File: config.mk
export PLATFORM = sky130hd
export DESIGN_NAME = sound_player
export DESIGN_NICKNAME = d
export VERILOG_FILES = /design/src/rtl/sound_player.sv
export SDC_FILE = /design/constraint.sdc
export NUM_CORES = 1
export LEC_CHECK = 0
export ABC_AREA = 1
export ABC_CLOCK_PERIOD_IN_PS = 2400
export CORE_AREA = 3 3 81 113
export CTS_CLUSTER_SIZE = 16
export DETAILED_ROUTE_END_ITERATION = 6
export DIE_AREA = 0 0 84 116
export HOLD_SLACK_MARGIN = 0.12
export PLACE_DENSITY = 0.75
export SKIP_LAST_GASP = 1
export SYNTH_ARGS = -nofsm -noshare
export SYNTH_HDL_FRONTEND = slang
export SYNTH_SLANG_ARGS = --single-unit
export TNS_END_PERCENT = 20
File: constraint.sdc
create_clock -name clk -period 2.4 [get_ports clk]
set_input_delay 0.36 -clock clk [delete_from_list [all_inputs] [get_ports clk]]
set_output_delay 0.36 -clock clk [all_outputs]
set_load 0.03 [all_outputs]
File: src/rtl/sound_player.sv
// Playback stage for the sound recorder. It fetches 10-bit samples through the recorder's
// read_pointer/read_data port, one sample every SAMPLE_INTERVAL_CLK clocks, and drives a
// glitch-free PWM speaker output with a 1024-clock period.
//
// Ports:
//   clk, reset_clk     system clock; synchronous active-high reset
//   play_n             asynchronous active-low play button (2-FF synchronised, falling-edge start)
//   record_n           recorder's record request, active-low; low blocks or aborts playback
//   write_pointer      number of valid samples in the recorder memory (clip length)
//   read_pointer       sample address presented to the recorder
//   read_data          sample returned by the recorder, READ_LATENCY clocks after an address change
//   sample_out         current offset-binary sample (512 = silence)
//   pwm_out            registered PWM output, duty = level/1024
//   playing            high whenever the playback FSM is not IDLE
//   done               one-clock pulse at the end of the clip
//
// Optional feature: define SOUND_LOOP_EN for continuous looping; a second play press then stops playback.
// Without it, playback is single-shot and presses while playing are ignored.

module sound_player #(
  parameter int SAMPLE_INTERVAL_CLK = 6000,
  parameter int READ_LATENCY        = 2,
  parameter bit TWOS_COMPLEMENT     = 1'b1
) (
  input  logic        clk,
  input  logic        reset_clk,
  input  logic        play_n,
  input  logic        record_n,
  input  logic [14:0] write_pointer,
  output logic [14:0] read_pointer,
  input  logic [9:0]  read_data,
  output logic [9:0]  sample_out,
  output logic        pwm_out,
  output logic        playing,
  output logic        done
);

  typedef enum logic [1:0] {
    IDLE  = 2'd0,
    FETCH = 2'd1,
    LATCH = 2'd2,
    HOLD  = 2'd3
  } state_t;

  localparam logic [12:0] INT_LAST   = 13'(SAMPLE_INTERVAL_CLK - 1);
  // FETCH occupies interval counts 0..READ_LATENCY-1, so LATCH always lands on count READ_LATENCY.
  localparam logic [12:0] FETCH_LAST = 13'(READ_LATENCY - 1);
  localparam logic [9:0]  SILENCE    = 10'd512;

  state_t      state_q, state_d;
  logic [12:0] int_cnt_q, int_cnt_d;
  logic [14:0] rd_ptr_q, rd_ptr_d;
  logic [9:0]  sample_q, sample_d;
  logic        done_q, done_d;

  logic        play_s1_q, play_s1_d;
  logic        play_s2_q, play_s2_d;
  logic        play_prev_q, play_prev_d;

  logic [9:0]  pwm_cnt_q, pwm_cnt_d;
  logic [9:0]  pwm_level_q, pwm_level_d;
  logic        pwm_out_q, pwm_out_d;

  logic        start_pulse;
  logic        stop_req;
  logic [15:0] rd_ptr_inc;
  logic        more_samples;
  logic [9:0]  latched_sample;

  // Falling edge of the synchronised button: previous sample high, current sample low.
  assign start_pulse  = play_prev_q & ~play_s2_q;

  // Widened so that pointer 32767 + 1 cannot wrap back below write_pointer.
  assign rd_ptr_inc   = {1'b0, rd_ptr_q} + 16'd1;
  assign more_samples = (rd_ptr_inc < {1'b0, write_pointer});

  // Two's-complement storage maps to offset binary by flipping the sign bit.
  assign latched_sample = TWOS_COMPLEMENT ? {~read_data[9], read_data[8:0]} : read_data;

  always_comb begin
    play_s1_d   = play_n;
    play_s2_d   = play_s1_q;
    play_prev_d = play_s2_q;
  end

  always_comb begin
    state_d   = state_q;
    int_cnt_d = int_cnt_q;
    rd_ptr_d  = rd_ptr_q;
    sample_d  = sample_q;
    done_d    = 1'b0;
    stop_req  = 1'b0;

    // The interval counter only runs during playback and wraps every sample period.
    if (state_q != IDLE) begin
      int_cnt_d = (int_cnt_q == INT_LAST) ? 13'd0 : int_cnt_q + 13'd1;
    end

    case (state_q)
      IDLE: begin
        if (start_pulse && record_n && (write_pointer != 15'd0)) begin
          state_d   = FETCH;
          rd_ptr_d  = 15'd0;
          int_cnt_d = 13'd0;
        end
      end
      FETCH: begin
        if (int_cnt_q == FETCH_LAST) begin
          state_d = LATCH;
        end
      end
      LATCH: begin
        sample_d = latched_sample;
        state_d  = HOLD;
      end
      HOLD: begin
        if (int_cnt_q == INT_LAST) begin
          if (more_samples) begin
            rd_ptr_d = rd_ptr_inc[14:0];
            state_d  = FETCH;
          end else begin
            done_d   = 1'b1;
            rd_ptr_d = 15'd0;
`ifdef SOUND_LOOP_EN
            // Loop back to the first sample; the current sample stays on the speaker meanwhile.
            state_d  = FETCH;
`else
            state_d  = IDLE;
            sample_d = SILENCE;
`endif
          end
        end
      end
      default: state_d = IDLE;
    endcase

    // Abort (and, when looping, a second press) beats everything else, including end of clip.
    if (state_q != IDLE) begin
      stop_req = ~record_n;
`ifdef SOUND_LOOP_EN
      stop_req = stop_req | start_pulse;
`endif
      if (stop_req) begin
        state_d   = IDLE;
        rd_ptr_d  = 15'd0;
        sample_d  = SILENCE;
        int_cnt_d = 13'd0;
        done_d    = 1'b0;
      end
    end
  end

  // PWM level only changes at the period boundary so a pulse is never cut short or stretched.
  always_comb begin
    pwm_cnt_d   = pwm_cnt_q + 10'd1;
    pwm_level_d = (pwm_cnt_q == 10'd1023) ? sample_q : pwm_level_q;
    pwm_out_d   = (pwm_cnt_q < pwm_level_q);
  end

  always_ff @(posedge clk) begin
    if (reset_clk) begin
      state_q     <= IDLE;
      int_cnt_q   <= 13'd0;
      rd_ptr_q    <= 15'd0;
      sample_q    <= SILENCE;
      done_q      <= 1'b0;
      // Synchroniser idles high so reset release cannot fake a button press.
      play_s1_q   <= 1'b1;
      play_s2_q   <= 1'b1;
      play_prev_q <= 1'b1;
      pwm_cnt_q   <= 10'd0;
      pwm_level_q <= SILENCE;
      pwm_out_q   <= 1'b0;
    end else begin
      state_q     <= state_d;
      int_cnt_q   <= int_cnt_d;
      rd_ptr_q    <= rd_ptr_d;
      sample_q    <= sample_d;
      done_q      <= done_d;
      play_s1_q   <= play_s1_d;
      play_s2_q   <= play_s2_d;
      play_prev_q <= play_prev_d;
      pwm_cnt_q   <= pwm_cnt_d;
      pwm_level_q <= pwm_level_d;
      pwm_out_q   <= pwm_out_d;
    end
  end

  assign read_pointer = rd_ptr_q;
  assign sample_out   = sample_q;
  assign pwm_out      = pwm_out_q;
  assign playing      = (state_q != IDLE);
  assign done         = done_q;

endmodule

=== Yosys cells after proc, flatten, opt, wreduce, memory -nomap -nowiden ===
Index checks and enable logic that the tools add are counted.
W data, S select, Z words.

* Add/subtract/negate cells: 3
* $lt $le $gt $ge: 2
* Equality and inequality tests: 6
* Multiplexer cells: 29
* Bitwise logic cells: 3
* Reduce and logical (&&, ||, !) cells: 5

{| class="wikitable"
|+ Operators by type and width
! kind !! number
|-
| $mux W13 || 6
|-
| $mux W15 || 5
|-
| $mux W10 || 4
|-
| $pmux W15 S2 || 1
|-
| $pmux W10 S2 || 1
|-
| $add A15 B1 Y16 const B || 1
|-
| $lt A16 B15 Y1 || 1
|-
| $reduce_bool A15 Y1 || 1
|-
| $add A13 B1 Y13 const B || 1
|-
| $eq A13 B1 Y1 const B || 1
|-
| $eq A13 B13 Y1 const B || 1
|-
| $add A10 B1 Y10 const B || 1
|-
| $eq A10 B10 Y1 const B || 1
|-
| $lt A10 B10 Y1 || 1
|-
| $mux W2 || 5
|-
| $pmux W2 S4 || 1
|-
| $mux W1 || 6
|-
| $eq A2 B2 Y1 const B || 2
|-
| $eq A2 B1 Y1 const B || 1
|-
| $logic_and A1 B1 Y1 || 2
|-
| $logic_not A2 Y1 || 1
|-
| $not A1 Y1 || 2
|-
| $reduce_bool A2 Y1 || 1
|-
| $and A1 B1 Y1 || 1
|}

* Register bits: 65
* Input port bits: 29
* Output and inout bits: 28
* Word-level logic and storage cells: 59

=== Logic depth before layout (Yosys ltp) ===
Gate-level depths: netlist of run 1.

* Word-level depth: 8
* Depth in mapped cells: 19
* Mapped depth without buffers: 19

=== Worst setup path after synthesis of run 1 ===
OpenSTA, ideal clock, no wires.

* Kind: register to register
* Start: register rd_ptr_q[0] (netlist: read_pointer[0])
* End: register rd_ptr_q[6] (netlist: read_pointer[6])
* Setup time: 0.131 ns
* Arrival time: 2.461 ns
* Required time: 2.269 ns
* Setup slack: -0.192 ns
* Cell stages (with the launch flop): 16
* Period minus slack after synthesis: 2.592 ns
* Path through: dfxtp_1 -> ha_1 -> nand2_1 -> nor2_1 -> nand3_1 -> xnor2_1 -> ha_1 -> nand4_1 -> nor2_1 -> o21a_1 -> nand2_2 -> nand2_2 -> nand2_2 -> buf_6 -> nand2_1 -> a21oi_2

* Cells in the longest elaborated chain, start to end: 7

{| class="wikitable"
|+ Ends and longest elaborated chain
! element !! line !! RTL
|-
| start, declared || 52 || <nowiki>logic [14:0] rd_ptr_q, rd_ptr_d;</nowiki>
|-
| start signal, assigned || 177 || <nowiki>rd_ptr_q <= rd_ptr_d;</nowiki>
|-
| $add A15 B1 Y16 (*) || 74 || <nowiki>assign rd_ptr_inc = {1'b0, rd_ptr_q} + 16'd1;</nowiki>
|-
| $lt A16 B15 Y1 || 75 || <nowiki>assign more_samples = (rd_ptr_inc < {1'b0, write_pointer});</nowiki>
|-
| $mux W15 (*) || 118 || <nowiki>if (more_samples) begin</nowiki>
|-
| $mux W15 (*) || 117 || <nowiki>if (int_cnt_q == INT_LAST) begin</nowiki>
|-
| $pmux W15 S2 (*) || 99 || <nowiki>case (state_q)</nowiki>
|-
| $mux W15 || 143 || <nowiki>if (stop_req) begin</nowiki>
|-
| $mux W15 (*) || 138 || <nowiki>if (state_q != IDLE) begin</nowiki>
|}

Mark *: on every way between the ends. The rest lies on a longest branch, timed or not.
A chain may end at the register's enable or synchronous reset.

=== Final worst setup path of run 1 ===
* Start: register rd_ptr_q[1] (netlist: read_pointer[1])
* End: register rd_ptr_q[4] (netlist: read_pointer[4])

The elaborated chain is that of the path after synthesis.

==> results_dict.tcl, run 1 <==
set metrics [dict create \
    status "completed" \
    cts.sinks 65 \
    finalSetupViolations 0 \
    numCtsBuffers 9 \
    ys_ff_latch 65 \
    hold_start "play_s1_q" \
    postCtsHoldBufs 0 \
    dieArea_um2 9740 \
    holdPathStages 1 \
    fmaxAchievable_mhz 423 \
    async_flop_share_pct 0 \
    ys_seq_area_share_pct 32.0 \
    clk_latency_ps 330 \
    path_class "flop to flop" \
    chipWidth_um 84 \
    drive_gt1_share_pct 16.3 \
    htreeDepth 3 \
    min_period_over_period_pct 98.4 \
    hold_class "flop to flop" \
    syn_inst 626 \
    drv_cap 0 \
    grt_pass1_wl_mm 18.1 \
    nets 775 \
    syn_avg_cell_area_um2 6.51 \
    critical_path_required_ps 2610 \
    vias_per_cell 5.25 \
    grt_pass1_vias 4129 \
    synth_cell_types 31 \
    cpMostUsedCell "nand2_4" \
    crit_chain "ha_4 -> nand2_4 -> nor2_4 -> nand3_2 -> xnor2_2 -> ha_1 -> nand4_1 -> nor2_1 -> o21a_1 -> nand2_2 -> nand2_4 -> nand2_4 -> nand2_1 -> a21oi_1" \
    hpwlAfterDp_mm 8.28 \
    cp_max_fo 6 \
    ir_worst_vdd_v 0.000401 \
    antenna_found_initial 0 \
    antenna_cells 0 \
    slew-limit-headroom_pct 43.3 \
    ys_warn_count 0 \
    cts_tree "built" \
    synth_edf_count 0 \
    io_buffers 56 \
    finish.utilization_pct 67.1 \
    area_delta_synth_final_pct 35.9 \
    holdWs_ps 411 \
    cts_buffer_depth 2 \
    hold_path_end "play_prev_d" \
    die_h_um 116 \
    drt_iter0_drc 177 \
    power_mw 2.73 \
    row_count 39 \
    syn_area_um2 4070 \
    r2r-start "read_pointer[1]" \
    routed_wl_mm 11.3 \
    ant_nets 0 \
    ios 57 \
    critPathTopFamily "simple AND/OR/NAND/NOR gates" \
    floorplan.initialDensity_pct 49.4 \
    tightest_slew_ps 844 \
    drtPass1Iterations 5 \
    gp_congestion 0.984 \
    fin_skew_ps 5.07 \
    post-route-drc-count 0 \
    leakage_nw 2.42 \
    critPathMaxStageDelay_ps 380 \
    synthFlopType "dfxtp_1" \
    hold_viol 0 \
    vias 4312 \
    slew_violations 0 \
    grt_overflow 0 \
    ff2ff_path_depth 14 \
    coreArea_um2 8250 \
    cp-start-kind "flop" \
    end_kind "flop" \
    path_clk_slew_ps 50 \
    final.min_clock_period_ps 2360 \
    r2r_slack_ps 40 \
    clockRootBuffer "clkbuf_16" \
    grt_usage_pct 22.8 \
    powerDensity_nw_per_um2 493 \
    syn-num-nets 686 \
    slowest_stage "dfxtp_4" \
    avgRoutedWirePerCell_um 13.7 \
    worstReg2RegEnd "read_pointer[4]" \
    grt_max_degree 19 \
    crit_buf_inv 0 \
    arrival_ps 2570 \
]
## per-layer routing
metal  GRT usage, %  wire length [um]  vias up
met4           13.3               353        0
met2           42.4              5970      109
met3           2.99               411       27
li1               -                 -     2189
met1           24.7              4530     1987
met5              0                 0        -
## where the power goes
part | internal (mW) | switching (mW) | leakage (nW)
Sequential | 1.09 | 0.0157 | 0.532
Clock | 0.887 | 0.444 | 0.153
Combinational | 0.125 | 0.169 | 1.74
## area by class of cell
class / instances / area, um^2
inverters: 93 / 349
flip-flops and latches: 65 / 1330
multi-input cells: 453 / 2580
clock buffers: 14 / 274
clock inverters: 2 / 35.0
well taps: 102 / 128
fillers: 692 / 2710
repair buffers: 93 / 842
## worst reg2reg max path, stage by stage, from the launching register on
cell and delay (ps):
dfxtp_4 380, ha_4 150, nand2_4 60, nor2_4 190, nand3_2 130, xnor2_2 170
ha_1 320, nand4_1 80, nor2_1 120, o21a_1 150, nand2_2 80, nand2_4 160
nand2_4 100, nand2_1 90, a21oi_1 60
## sequential cells by signal (all words and copies together), names as in the netlist, 2 cells and up
register      count
pwm_cnt_q        10
state_q           2
pwm_level_q      10
sample_out       10
read_pointer     15
int_cnt_q        13
## cells in the final DEF (no fill, tap or decap), types with 4 or more instances in the layout
master and n:
nand2_1 130, inv_1 89, nor2_1 77, clkdlybuf4s50_1 56, dfxtp_1 55, a21oi_1 53
buf_4 36, nand3_1 31, o21ai_0 30, ha_1 27, nand2_2 14, nand4_1 12
nor3_1 11, a22oi_1 9, clkbuf_16 9, nor2_2 7, nor2_4 6, nand2_4 5
xnor2_1 5, dfxtp_4 5, dfxtp_2 5, a21oi_2 4, ha_4 4
## synth_stat cells (all sizes together) (4+ instances only)
| cell type | count | share of area (%) |
|---|---|---|
| nand2 | 150 | 14 |
| inv | 92 | 8.5 |
| nor2 | 90 | 8.6 |
| dfxtp | 65 | 32 |
| a21oi | 57 | 7.1 |
| nand3 | 34 | 4.2 |
| o21ai | 32 | 3.9 |
| ha | 31 | 9.5 |
| nand4 | 12 | 1.8 |
| nor3 | 12 | 1.5 |
| clkbuf | 10 | 0.95 |
| a22oi | 9 | 1.7 |
| buf | 6 | 1.1 |
| xnor2 | 6 | 1.3 |
| xor2 | 4 | 0.86 |
## worst max path at each step
stage	startpoint	to	depth (start not counted)	slack [ps]
after floorplan	read_pointer[8]	read_pointer[6]	14	5
after global placement	read_pointer[2]	sample_out[9]	14	20
after detailed placement	read_pointer[7]	sample_out[9]	14	-60
after CTS	read_pointer[0]	sample_out[9]	17	-40
after global routing	read_pointer[1]	read_pointer[7]	14	-60
final	read_pointer[1]	read_pointer[4]	14	40
## timing repair
| action | 4_1_cts | 5_1_grt |
|---|---|---|
| setup endpoints to repair | 23 | 27 |
| setup buffers | 0 | 6 |
| gates cloned | 0 | 1 |
| hold endpoints to repair | 0 | 0 |
| gates resized for setup | 2 | 65 |
| pin swaps | 0 | 17 |
## logic make-up (layout without fill, tap and decap cells)
family	Yosys count	in the layout	share of synthesized area, %
AND/OR/NAND/NOR	302	303	31.1
buffers and inverters	109	202	10.6
adder cells (fa/ha/maj)	31	31	9.52
flip-flops	65	65	32.0
AO/OA/AOI/OAI	109	109	14.7
XOR/XNOR	10	10	2.15
## stage by stage
| stage | TNS, ps | instances | setup WS, ps | instance area (um^2) |
|---|---|---|---|---|
| 6_report | 0 | 822 | 38.4 | 5540 |
| 3_3_place_gp | 0 | 799 | 20.2 | 4910 |
| 4_1_cts | -573 | 815 | -43.8 | 5230 |
| 3_5_place_dp | -555 | 799 | -55.1 | 4910 |
| 2_1_floorplan | 0 | 626 | 4.52 | 4080 |
| 5_1_grt | -1150 | 822 | -60.8 | 5540 |
Note: power is estimated with default switching activity, not from simulation.
==> run 2, diff against run 1 <==
--- a/config.mk
+++ b/config.mk
@@ -5,12 +5,11 @@
 export SDC_FILE = /design/constraint.sdc
 export NUM_CORES = 1
 export LEC_CHECK = 0
-export ABC_AREA = 1
 export ABC_CLOCK_PERIOD_IN_PS = 2400
-export CORE_AREA = 3 3 81 113
+export CORE_AREA = 3 3 78 110
 export CTS_CLUSTER_SIZE = 16
 export DETAILED_ROUTE_END_ITERATION = 6
-export DIE_AREA = 0 0 84 116
+export DIE_AREA = 0 0 81 113
 export HOLD_SLACK_MARGIN = 0.12
 export PLACE_DENSITY = 0.75
 export SKIP_LAST_GASP = 1
==> results_dict.tcl, run 2 <==
set metrics [dict create \
    slew-limit-headroom_pct 31.3 \
    r2r-start "read_pointer[3]" \
    row_count 38 \
    largest_register_ffs 15 \
    synthFlopType "dfxtp_1" \
    placed_area_um2 4680 \
    finalSetupViolations 27 \
    ant_nets 0 \
    critical_path_required_ps 2630 \
    ys_seq_area_share_pct 35.0 \
    path_clk_slew_ps 70 \
    floorplan.initialDensity_pct 48.2 \
    grt_pass1_vias 3497 \
    slew_violations 0 \
    ff2ff_path_depth 12 \
    seqCellArea_um2 1320 \
    top_layer_used "met4" \
    n_fill_cell 622 \
    clk_latency_ps 350 \
    powerDensity_nw_per_um2 456 \
    min_period_over_period_pct 120 \
    cts_buffer_depth 2 \
    clockRootBuffer "clkbuf_8" \
    coreArea_um2 7700 \
    postCtsHoldBufs 0 \
    hpwlAfterDp_mm 7.04 \
    cts.sinks 65 \
    grt_max_degree 28 \
    setup_ws_ps -484 \
    leakage_nw 2.11 \
    fin_skew_ps 12.5 \
    cts_tree "built" \
    hold_class "flop to flop" \
    slowest_stage "or3_4" \
    numCtsBuffers 9 \
    synth_cell_types 68 \
    post-route-drc-count 0 \
    drive_gt1_share_pct 21.4 \
    antenna_cells 0 \
    grt_overflow 0 \
    hold_viol 0 \
    arrival_ps 3120 \
    worstReg2RegEnd "read_pointer[8]" \
    hold_path_end "play_prev_d" \
    grt_usage_pct 21.3 \
    ys_warn_count 0 \
    path_class "flop to flop" \
    final.min_clock_period_ps 2880 \
    drtPass1Iterations 4 \
    multi_input_area_um2 2320 \
    io_buffers 56 \
    tightest_slew_ps 1030 \
    avgRoutedWirePerCell_um 14.8 \
    met1_length_mm 3.92 \
    synth_edf_count 0 \
    r2r_slack_ps -480 \
    finish.utilization_pct 65.6 \
    holdPathStages 1 \
    nets 593 \
    syn-num-nets 487 \
    critPathMaxStageDelay_ps 380 \
    violations "negative setup slack" \
    path_depth 12 \
    rsz0062_at_grt "true" \
    htreeDepth 3 \
    area_delta_synth_final_pct 36.0 \
    wl_met2_mm 5.01 \
    gp_congestion 0.934 \
    syn_avg_cell_area_um2 8.70 \
    synth_commonest_cells "dfxtp_1 (65), nor2_1 (38), ha_1 (31)" \
    async_flop_share_pct 0 \
    status "complete, but fails checks" \
    vias_per_cell 5.45 \
    syn_inst 427 \
    die_h_um 113 \
    synth_largest_area_cell "dfxtp_1" \
    antenna_found_initial 0 \
    routed-wl-met3_um 309 \
    design_area_um2 5050 \
    crit_buf_inv 1 \
    hold_start "play_s1_q" \
    synth.area.top_cells "dfxtp_1 (35%), ha_1 (10%), a32o_1 (4.3%)" \
    ir_worst_vdd_v 0.000357 \
    end_kind "flop" \
    dieArea_um2 9150 \
    critPathTopFamily "simple AND/OR/NAND/NOR gates" \
    ys_ff_latch 65 \
    vias 3476 \
    synth_top_area_share_pct 35.0 \
    crit_chain "and3_4 -> and3_4 -> and2_4 -> nand4_1 -> xnor2_1 -> ha_1 -> nand2_1 -> or3_4 -> o311a_4 -> buf_6 -> and2_4 -> a32o_1" \
    grt_pass1_wl_mm 15.5 \
    fmaxAchievable_mhz 347 \
    synth.most_common_cell "dfxtp_1" \
    syn_area_um2 3710 \
    ios 57 \
    drv_cap 0 \
    cp_max_fo 8 \
    final_cell_mix "dfxtp_1 (56), clkdlybuf4s50_1 (56), buf_4 (54), nor2_1 (37)" \
    drt_iter0_drc 162 \
    chipWidth_um 81 \
    cp-start-kind "flop" \
    routed_wl_mm 9.47 \
]
## run 2: cell types whose count changed in the layout (fill, tap and decap cells not counted), moves of 13 or more
cell / before / now
nand2_2: 14 / 1
buf_4: 36 / 54
nand2_1: 130 / 24
nor2_1: 77 / 37
nand3_1: 31 / 16
o21ai_0: 30 / 16
a32o_1: 0 / 16
a21oi_1: 53 / 25
inv_1: 89 / 30
## run 2: report_power, final
| part | internal (mW) | total, mW | switching, mW |
|---|---|---|---|
| sequential | 1.09 | 1.10 | 0.0118 |
| clock | 0.483 | 0.918 | 0.435 |
| combinational | 0.134 | 0.285 | 0.152 |
## run 2: cell type report
| cell class | instances | area share [%] |
|---|---|---|
| Clock inverter | 6 | 1.36 |
| Multi-Input combinational cell | 316 | 45.9 |
| Inverter | 30 | 2.23 |
| Clock buffer | 10 | 2.53 |
| Sequential cell | 65 | 26.1 |
| Timing Repair Buffer | 111 | 19.3 |
| Tap cell | 100 | 2.48 |
## run 2: worst max path at each step
stage / start / to / slack (ps)
floorplan: read_pointer[3] / read_pointer[8] / -650
global placement: read_pointer[0] / sample_out[4] / -490
detailed placement: read_pointer[0] / sample_out[7] / -580
CTS: read_pointer[3] / read_pointer[5] / -480
global route: read_pointer[3] / read_pointer[14] / -590
finish: read_pointer[3] / read_pointer[8] / -480
## run 2: layer usage
layer  up-vias  track usage, %
li1       1774               -
met1      1608            23.0
met2        73            39.8
met3        21            3.58
met4         0            8.79
met5         -               0
## run 2: cells by family after synthesis
group / Yosys count / synth area share (%)
simple gates: 153 / 22.3
compound gates: 102 / 19.4
flops: 65 / 35.0
buf+inv: 48 / 5.96
fa+ha+maj: 31 / 10.4
xor+xnor: 19 / 4.48
mux: 9 / 2.43
## run 2: repair_timing
item / 4_1_cts / 5_1_grt
setup buffers: 5 / 3
pin swaps: 7 / 7
setup endpoints to repair: 27 / 28
cloned: 2 / 0
resized for setup: 12 / 9
## run 2: through the flow
| step | std cells | hold slack [ps] | setup WS (ps) | setup TNS (ps) | total power, mW |
|---|---|---|---|---|---|
| floorplan | 427 | 389 | -654 | -14570 | 1.28 |
| global placement | 612 | 392 | -492 | -11770 | 1.39 |
| detailed placement | 612 | 400 | -582 | -13620 | 1.40 |
| CTS | 635 | 411 | -480 | -11440 | 2.32 |
| global route | 638 | 418 | -588 | -14020 | 2.39 |
| finish | 638 | 412 | -484 | -11790 | 2.30 |
